### config.mk
export PLATFORM = sky130hd
export DESIGN_NAME = fetch_unit
export DESIGN_NICKNAME = d
export VERILOG_FILES = /design/src/rtl/fetch_unit.sv
export SDC_FILE = /design/constraint.sdc
export NUM_CORES = 1
export LEC_CHECK = 0
export BUFFER_PORTS_ARGS = -buffer_cell sky130_fd_sc_hd__buf_2
export CELL_PAD_IN_SITES_DETAIL_PLACEMENT = 0
export CELL_PAD_IN_SITES_GLOBAL_PLACEMENT = 1
export CORE_UTILIZATION = 43
export CTS_CLUSTER_SIZE = 10
export DETAILED_ROUTE_END_ITERATION = 6
export GPL_ROUTABILITY_DRIVEN = 1
export PLACE_DENSITY = 0.84
export SETUP_SLACK_MARGIN = 0.1
export SLEW_MARGIN = 0
export SYNTH_ARGS = -nofsm -noshare
export SYNTH_HDL_FRONTEND = slang
export SYNTH_SLANG_ARGS = --single-unit
### constraint.sdc
create_clock -name clk -period 2.8 [get_ports clk]
set_input_delay 0.42 -clock clk [delete_from_list [all_inputs] [get_ports clk]]
set_output_delay 0.42 -clock clk [all_outputs]
set_load 0.05 [all_outputs]
### src/rtl/fetch_unit.sv
// Instruction fetch stage: PC register with redirect path, combinational imem interface,
// and a FQ_DEPTH-entry queue presenting {pc, instr} to decode over valid/ready.
module fetch_unit #(
    parameter int unsigned           DATA_WIDTH = 32,
    parameter logic [DATA_WIDTH-1:0] RESET_PC   = '0,
    parameter int unsigned           FQ_DEPTH   = 4
) (
    input  logic                        clk,
    input  logic                        rst,
    input  logic                        redirect_valid,
    input  logic [DATA_WIDTH-1:0]       redirect_target,
    output logic [DATA_WIDTH-1:0]       imem_addr,
    input  logic [DATA_WIDTH-1:0]       imem_rdata,
    output logic                        out_valid,
    input  logic                        out_ready,
    output logic [DATA_WIDTH-1:0]       out_instr,
    output logic [DATA_WIDTH-1:0]       out_pc,
    output logic [DATA_WIDTH-1:0]       out_pc_plus4,
    output logic [$clog2(FQ_DEPTH):0]   fq_count,
    output logic                        misaligned_err
);

    localparam int unsigned           PTR_W    = $clog2(FQ_DEPTH);
    localparam int unsigned           CNT_W    = PTR_W + 1;
    localparam logic [CNT_W-1:0]      FULL_CNT = CNT_W'(FQ_DEPTH);
    localparam logic [DATA_WIDTH-1:0] PC_STEP  = DATA_WIDTH'(4);

    typedef struct packed {
        logic [DATA_WIDTH-1:0] pc;
        logic [DATA_WIDTH-1:0] instr;
    } fq_entry_t;

    fq_entry_t fq_mem [FQ_DEPTH];

    logic [DATA_WIDTH-1:0] pc_q, pc_d;
    logic [PTR_W-1:0]      wr_ptr_q, wr_ptr_d;
    logic [PTR_W-1:0]      rd_ptr_q, rd_ptr_d;
    logic [CNT_W-1:0]      count_q, count_d;
    logic                  err_q, err_d;
    logic                  pop, push;

    assign out_valid = (count_q != '0);
    assign pop       = out_valid & out_ready & ~redirect_valid;
    assign push      = ~redirect_valid & ((count_q != FULL_CNT) | pop);
    assign err_d     = err_q | (redirect_valid & (|redirect_target[1:0]));

    // A redirect wins over fetch progress: flush everything and restart at the aligned target.
    always_comb begin
        pc_d     = pc_q;
        wr_ptr_d = wr_ptr_q;
        rd_ptr_d = rd_ptr_q;
        count_d  = count_q;
        if (redirect_valid) begin
            pc_d     = {redirect_target[DATA_WIDTH-1:2], 2'b00};
            wr_ptr_d = '0;
            rd_ptr_d = '0;
            count_d  = '0;
        end else begin
            if (pop) begin
                rd_ptr_d = rd_ptr_q + PTR_W'(1);
            end
            if (push) begin
                wr_ptr_d = wr_ptr_q + PTR_W'(1);
                pc_d     = pc_q + PC_STEP;
            end
            count_d = count_q + CNT_W'(push) - CNT_W'(pop);
        end
    end

    // NOTE: state registers use non-blocking assignments so every flop samples pre-edge values.
    always_ff @(posedge clk) begin
        if (rst) begin
            pc_q     <= RESET_PC;
            wr_ptr_q <= '0;
            rd_ptr_q <= '0;
            count_q  <= '0;
            err_q    <= 1'b0;
        end else begin
            pc_q     <= pc_d;
            wr_ptr_q <= wr_ptr_d;
            rd_ptr_q <= rd_ptr_d;
            count_q  <= count_d;
            err_q    <= err_d;
        end
    end

    // NOTE: queue storage is deliberately not reset; out_valid gates its contents via the count.
    always_ff @(posedge clk) begin
        if (push) begin
            fq_mem[wr_ptr_q] <= '{pc: pc_q, instr: imem_rdata};
        end
    end

    assign imem_addr      = pc_q;
    assign out_instr      = fq_mem[rd_ptr_q].instr;
    assign out_pc         = fq_mem[rd_ptr_q].pc;
    assign out_pc_plus4   = fq_mem[rd_ptr_q].pc + PC_STEP;
    assign fq_count       = count_q;
    assign misaligned_err = err_q;

endmodule
==> reports/summary.txt, run 1 <==
Met2 wire length: 12,900 µm
FF+latch count, synth: 288
Startpoint Class: flip-flop
Placement Rows: 60
Number of max-cap violations: 0
Initial DRC Count: 525
Syn Area/Cell: 17.5 µm²
Vias in the first global route: 7,087
Routed wl met3: 1480 µm
Setup crit end kind: output pin
Fmax: 327 MHz
Worst setup path end: out_pc_plus4[22]
Setup Skew: 10.4 ps
Final WL: 26,100 µm
Gp weighted congestion: 0.775
Reg2reg setup slack: 450 ps
Mux contribution to synthesized area: 12.1%
Drt pass-1 iters: 5
Total grt overflow: 0
Power Density: 648 mW/mm²
Static leakage: 0.00580 µW
Clock root cell: clkbuf_16
FF-to-FF End: fq_count[2]
Fillers: 2,008
Initial antenna violation count: 0
Die W: 168 µm
Die area: 0.0281 mm²
Worst-path maximum fanout: 7
YS warnings: 0
Mapped Area: 0.0118 mm²
Layout area overhead: 34.6%
Final design utilization: 58.9%
# diodes: 0
Starting Density: 43.8%
Via count: 6,963
Buffers on Ports: 194
Top Ports: 201
Reg2Reg Depth: 11
Worst EP required: 2380 ps
Final nets: 1,027
Sink Count: 288
Compound-gate portion of the synthesized area: 3.03%
Worst-Margin Slew: 632 ps
Met1 Wirelength: 11,500 µm
CTS clock-pin slew for the worst setup and hold paths: 50 ps
Drt drc: 0
Hold-fix buffers, CTS: 0
DP HPWL: 17,300 µm
Die height: 168 µm
CTS tree: yes
Layout cells sized above 1: 46.3%
Crit path DAT: 2640 ps
Peak supply drop: 454 µV
RSZ-0062 raised after global routing: yes
Total GRT Usage: 18.8%
Max Transition Viols Final: 0
Core ar.: 0.0270 mm²
Crit path time final: 3060 ps
Clk buf depth: 3
Status: finished with violations
Synth cell types: 51
Hold Crit Class: input pin to flip-flop
Post-route setup slack: -257 ps
Fin. Hold Viols: 0
XOR/XNOR share of the synthesized area: 3.93%
Sequential cell area: 0.00826 mm²
Worst hold slack: 153 ps
Period utilisation layout: 109%
Post-synthesis sequential area ratio: 69.9%
Mapped Cells: 674
Final setup fails: 26
Synth async-reset ratio: 0%
Clk_lat worst skew: 490 ps
TritonCTS Buffers: 35
First-pass GRT wire length: 40,200 µm
CP Class: flip-flop to output pin
Ys flop type: edfxtp_1
Synth Area in Adders: 1.02%
RR Startpoint: fq_count[1]
DRT antenna net count: 0
Vias per cell: 5.33
Pin count of the biggest net entering global routing: 36
Wire per inst: 20.0 µm
HP Start: imem_rdata[22]
Post-synth EDFFs: 248
Max-slew headroom: 57.9%
Simple-gate portion of the synthesized area: 7.31%
Top Metal Used: met4
Failing checks: negative setup slack
CTS H-Tree Depth: 2
Largest family of logic cells by synthesized area: multiplexers
Multi-input logic area: 0.00389 mm²
==> power breakdown <==
part           internal (µW)  switching [µW]  leakage [µW]  total, µW
sequential              4840             103       0.00263       4940
combinational            493             964       0.00269       1460
clock                   2390            1510      0.000477       3900
total                   7720            2580       0.00580      10300
==> synth_stat cells, types with 5 or more instances <==
| master | instances | area (µm²) |
|---|---|---|
| mux4_2 | 55 | 1240 |
| nor3_2 | 6 | 60.1 |
| buf_4 | 9 | 67.6 |
| dfxtp_1 | 40 | 801 |
| nor4_1 | 7 | 43.8 |
| nand3_1 | 17 | 85.1 |
| buf_2 | 10 | 50.1 |
| inv_1 | 21 | 78.8 |
| xor2_1 | 25 | 219 |
| nor3_1 | 10 | 50.1 |
| and3_1 | 8 | 50.1 |
| edfxtp_1 | 248 | 7450 |
| nand4_1 | 5 | 31.3 |
| nand2_1 | 21 | 78.8 |
| nor2_1 | 44 | 165 |
| mux4_1 | 7 | 184 |
| ha_1 | 8 | 100 |
| xnor2_1 | 28 | 245 |
| a211oi_1 | 19 | 143 |
| o21ai_0 | 7 | 35.0 |
| a21oi_1 | 7 | 35.0 |
| or3_1 | 6 | 37.5 |
| and4_1 | 5 | 43.8 |
| clkbuf_1 | 11 | 41.3 |
| a311oi_1 | 7 | 61.3 |
==> final cells by class <==
cell class / instances / share of cell area (%)
clock inverter: 2 / 0.0788
clock buffer: 50 / 6.14
inverter: 21 / 0.496
tap: 341 / 2.69
sequential: 288 / 52.0
multi-input combinational: 332 / 24.5
timing repair buffer: 272 / 14.1
==> flip-flops by register name, summed over array words and instances (netlist names), named ones only <==
signal and flops:
fq_mem 248, fq_count 3, misaligned_err 1, rd_ptr_q 2
imem_addr 30, wr_ptr_q 2
==> cell usage in the layout (no fill, tap or decap), types with 7 or more instances in the layout <==
master and count:
clkbuf_1 13, xor2_4 16, ha_1 7, mux4_2 62, a21oi_1 7, buf_8 20, xnor2_1 19, a211oi_1 19
xor2_1 7, dfxtp_1 38, buf_6 29, nand3_1 12, buf_12 19, nor3_4 10, nand2_1 18, clkbuf_16 37
edfxtp_1 248, nor2_1 37, a311oi_1 7, buf_2 146, inv_1 21, o21ai_0 7, nor2_4 7, nor4_1 7
buf_4 55
==> cells by family (layout without fill, tap and decap cells) <==
family                     after synthesis  after routing
adders and majority gates                9              9
and+or+nand+nor                        150            150
DFF                                    288            288
buffers and inverters                   59            345
muxes                                   63             63
AOI/OAI and AO/OA                       51             51
xor gates and xnor gates                53             53
other                                    1              6
==> routing by layer <==
metal,track usage [%],vias up
met5,0,-
met4,4.19,0
met1,26.1,3508
met2,30.7,234
met3,3.64,26
li1,-,3195
==> through the flow <==
stage	setup TNS, ps	worst slack [ps]	total power [µW]	std cells	cell area (µm²)
after floorplan	-1230	-243	5940	679	12400
after global placement	0	68.6	6340	1230	14100
after global routing	-6550	-340	10700	1306	15900
after CTS	-4870	-268	10300	1297	15500
final	-4070	-257	10300	1306	15900
after detailed placement	0	37.6	6360	1230	14100
==> critical path, stage by stage, from the launching register on <==
cell and delay (ps):
dfxtp_4 410, buf_4 170, mux4_2 340, and4_4 300, nand4_4 220, buf_4 210, nor2_4 140, xor2_4 170
buf_6 180
==> repair_timing <==
item / in CTS / in global routing
hold endpoints to repair: 0 / 0
cloned: 3 / 0
resized for setup: 82 / 86
pin swaps: 20 / 16
endpoints found under the setup margin: 47 / 58
setup buffers: 12 / 9
==> worst min path at each step <==
stage	end	slack, ps	cells past startpoint
after floorplan	flip-flop	480	2
after global placement	misaligned_err	440	2
after detailed placement	misaligned_err	440	2
after CTS	fq_mem[2][7]	130	1
after global routing	fq_mem[2][4]	130	1
final	fq_mem[0][22]	150	1
(Power assumes the default switching activity.)
==> run 2: changes to the inputs <==
- CORE_UTILIZATION: 43 -> 40
- PLACE_DENSITY: 0.84 -> 0.8
- TNS_END_PERCENT: default -> 1
==> run 2 against run 1 <==
  * The flow still finishes with violations (negative setup slack)
  * Clock power increased by 2%
  * Worst setup slack improved by 5.8 ps
  * Non-clock buffer count decreased by 7
  * Register-to-register slack improved by 110 ps
  * Largest cell class unchanged
  * Highest routed layer unchanged
==> reports/summary.txt, run 2 (synthesized netlist as in run 1, its figures left out) <==
Reg2Reg Depth: 10 (-1)
CTS H-Tree Depth: 2 (unchanged)
CP Class: flip-flop to output pin
Status: finished with violations
Gp weighted congestion: 0.754 (-2.7%)
Reg2reg setup slack: 560 ps (+110 ps)
Final instance area: 0.0152 mm² (-4.1%)
Fin. Hold Viols: 0 (unchanged)
P_sw: 2560 µW (-0.59%)
Power Density: 674 mW/mm² (+3.9%)
First-pass GRT wire length: 40,800 µm (+1.7%)
Die area: 0.0302 mm² (+7.4%)
Vias per cell: 5.14 (-3.6%)
Commonest non-fill, non-tap cell in the layout: edfxtp_1
Die height: 174 µm (+3.6%)
Layout area overhead: 29.1%
Worst-Margin Slew: 606 ps (-25.9 ps)
Initial DRC Count: 507 (-3.4%)
Number of max-cap violations: 0 (unchanged)
Final WL: 26,400 µm (+0.97%)
# diodes: 0 (unchanged)
Layout cells sized above 1: 44.2% (-2.1 points)
Drt drc: 0 (unchanged)
Final nets: 1,020 (-0.68%)
FF-to-FF End: fq_count[2]
Vias in the first global route: 7,120 (+0.47%)
Max Transition Viols Final: 0 (unchanged)
Hold path endpoint: fq_mem[3][15]
Worst EP required: 2380 ps (about the same)
Via count: 6,904 (-0.85%)
DP HPWL: 18,000 µm (+4.2%)
Drt pass-1 iters: 4 (-1)
Setup crit end kind: output pin
Clk buf depth: 3 (unchanged)
Critical Path, Cell by Cell: buf_8 > mux4_2 > buf_6 > and3_4 > nand4_1 > nor3_4 > xor2_2 > buf_12
CTS clock-pin slew for the worst setup and hold paths: 50 ps (about the same)
Starting Density: 40.9% (-2.9 points)
Seq pwr share: 48.2% (+0.2 points)
Die W: 174 µm (+3.6%)
Placed insts: 1,272 (+3.4%)
Max-slew headroom: 59.4% (+1.5 points)
Combinational Power Share: 13.1% (-1.0 points)
Fillers: 2,365 (+18%)
Largest Register: fq_mem
Hold path cells: 1 (unchanged)
Top Ports: 201 (unchanged)
Crit path DAT: 2630 ps (about the same)
Clk_lat worst skew: 490 ps (about the same)
Power Internal: 7700 µW (-0.31%)
CP max stage delay: 400 ps (about the same)
Clock power frac: 38.7% (+0.8 points)
Max FFs per register: 248 (unchanged)
DRT antenna net count: 0 (unchanged)
Critical path's slowest cell: dfxtp_4
Setup Skew: 8.33 ps (-2.09 ps)
Hold Crit Class: input pin to flip-flop
Fmax: 328 MHz (+0.19%)
Worst hold slack: 146 ps (-7.10 ps)
Most frequent cells in the layout: edfxtp_1, buf_2, buf_4, mux4_2, nor2_1
Worst-path maximum fanout: 7 (unchanged)
Crit path time final: 3050 ps (-5.78 ps)
CTS tree: yes
Total grt overflow: 0 (unchanged)
RR Startpoint: fq_count[1]
Initial antenna violation count: 0 (unchanged)
Core ar.: 0.0289 mm² (+7.1%)
Buffers on Ports: 194 (unchanged)
Switch share: 25.0% (-0.054 points)
Peak supply drop: 346 µV (-24%)
Cell Area, Placed: 0.0139 mm² (-1.7%)
Final setup fails: 23 (-12%)
Pin count of the biggest net entering global routing: 36 (unchanged)
Clock root cell: clkbuf_16
Final design utilization: 52.8% (-6.1 points)
Failing checks: negative setup slack
Final std cells w/o fill: 1,343 (+2.8%)
HP Start: imem_rdata[15]
Sink Count: 288 (unchanged)
Total GRT Usage: 17.7% (-1.1 points)
Placement Rows: 62 (+3.3%)
Static leakage: 0.00550 µW (-5.1%)
Startpoint Class: flip-flop
Wire per inst: 19.7 µm (-1.8%)
Post-route setup slack: -251 ps (+5.78 ps)
RSZ-0062 raised after global routing: yes
TritonCTS Buffers: 35 (unchanged)
Place WS: 23.9 ps (-13.7 ps)
Period utilisation layout: 109% (-0.21 points)
[run 2: cell types whose count changed in the layout (fill, tap and decap cells not counted), sizes merged]
cell    before  now
clkbuf      50   52
clkinv       1    2
buf        271  263
inv         22   21
[run 2: critical path, delay by kind of cell (launching register included)]
family                 cells  cell delay (ps)
AND/OR/NAND/NOR            3              670
multiplexers               1              360
flip-flops                 1              400
XOR/XNOR                   1              270
buffers and inverters      3              440
[run 2: timing repair]
| action | CTS | global route |
|---|---|---|
| hold buffers | 0 | 0 |
| cloned | 1 | 0 |
| hold endpoints to repair | 0 | 0 |
| pin swaps | 12 | 5 |
| gates resized for setup | 56 | 11 |
| setup endpoints to repair | 40 | 52 |
| buffers inserted | 10 | 7 |
[run 2: how the worst max path moves through the flow]
stage / to / slack [ps] / depth (start not counted)
floorplan: fq_mem[3][0] / -290 / 3
global placement: out_pc_plus4[20] / 50 / 8
detailed placement: out_pc_plus4[22] / 20 / 8
CTS: out_pc_plus4[30] / -290 / 7
global route: out_pc_plus4[30] / -380 / 8
finish: out_pc_plus4[30] / -250 / 8
[run 2: area by class of cell]
type | count | area, µm² | area share [%]
clock buffer | 51 | 998 | 6.56
clock inverter | 2 | 10.0 | 0.0657
inverter | 21 | 78.8 | 0.518
multi-input combinational | 332 | 3530 | 23.2
sequential | 288 | 8260 | 54.2
tap | 384 | 480 | 3.15
timing repair buffer | 265 | 1880 | 12.3
[run 2: power groups by stage]
| stage | sequential [µW] | clock [µW] | combinational [µW] |
|---|---|---|---|
| final | 4940 | 3970 | 1340 |
| after CTS | 4940 | 4080 | 1350 |
| after detailed placement | 5030 | 0 | 1300 |
| after floorplan | 5110 | 0 | 790 |
| after global placement | 5020 | 0 | 1300 |
| after global routing | 4960 | 4250 | 1410 |
[run 2: through the flow]
stage	TNS (ps)	total power, µW
global placement	0	6310
floorplan	-57060	5900
CTS	-4650	10400
detailed placement	0	6330
finish	-3560	10300
global route	-6520	10600
[run 2: per-layer routing]
| metal | up-vias | part of all wire, % | global-route usage [%] |
|---|---|---|---|
| met4 | 0 | 1.9 | 5.08 |
| met3 | 41 | 6.7 | 3.93 |
| met1 | 3449 | 43 | 23.7 |
| li1 | 3166 | - | - |
| met5 | - | 0 | 0 |
| met2 | 248 | 49 | 28.9 |
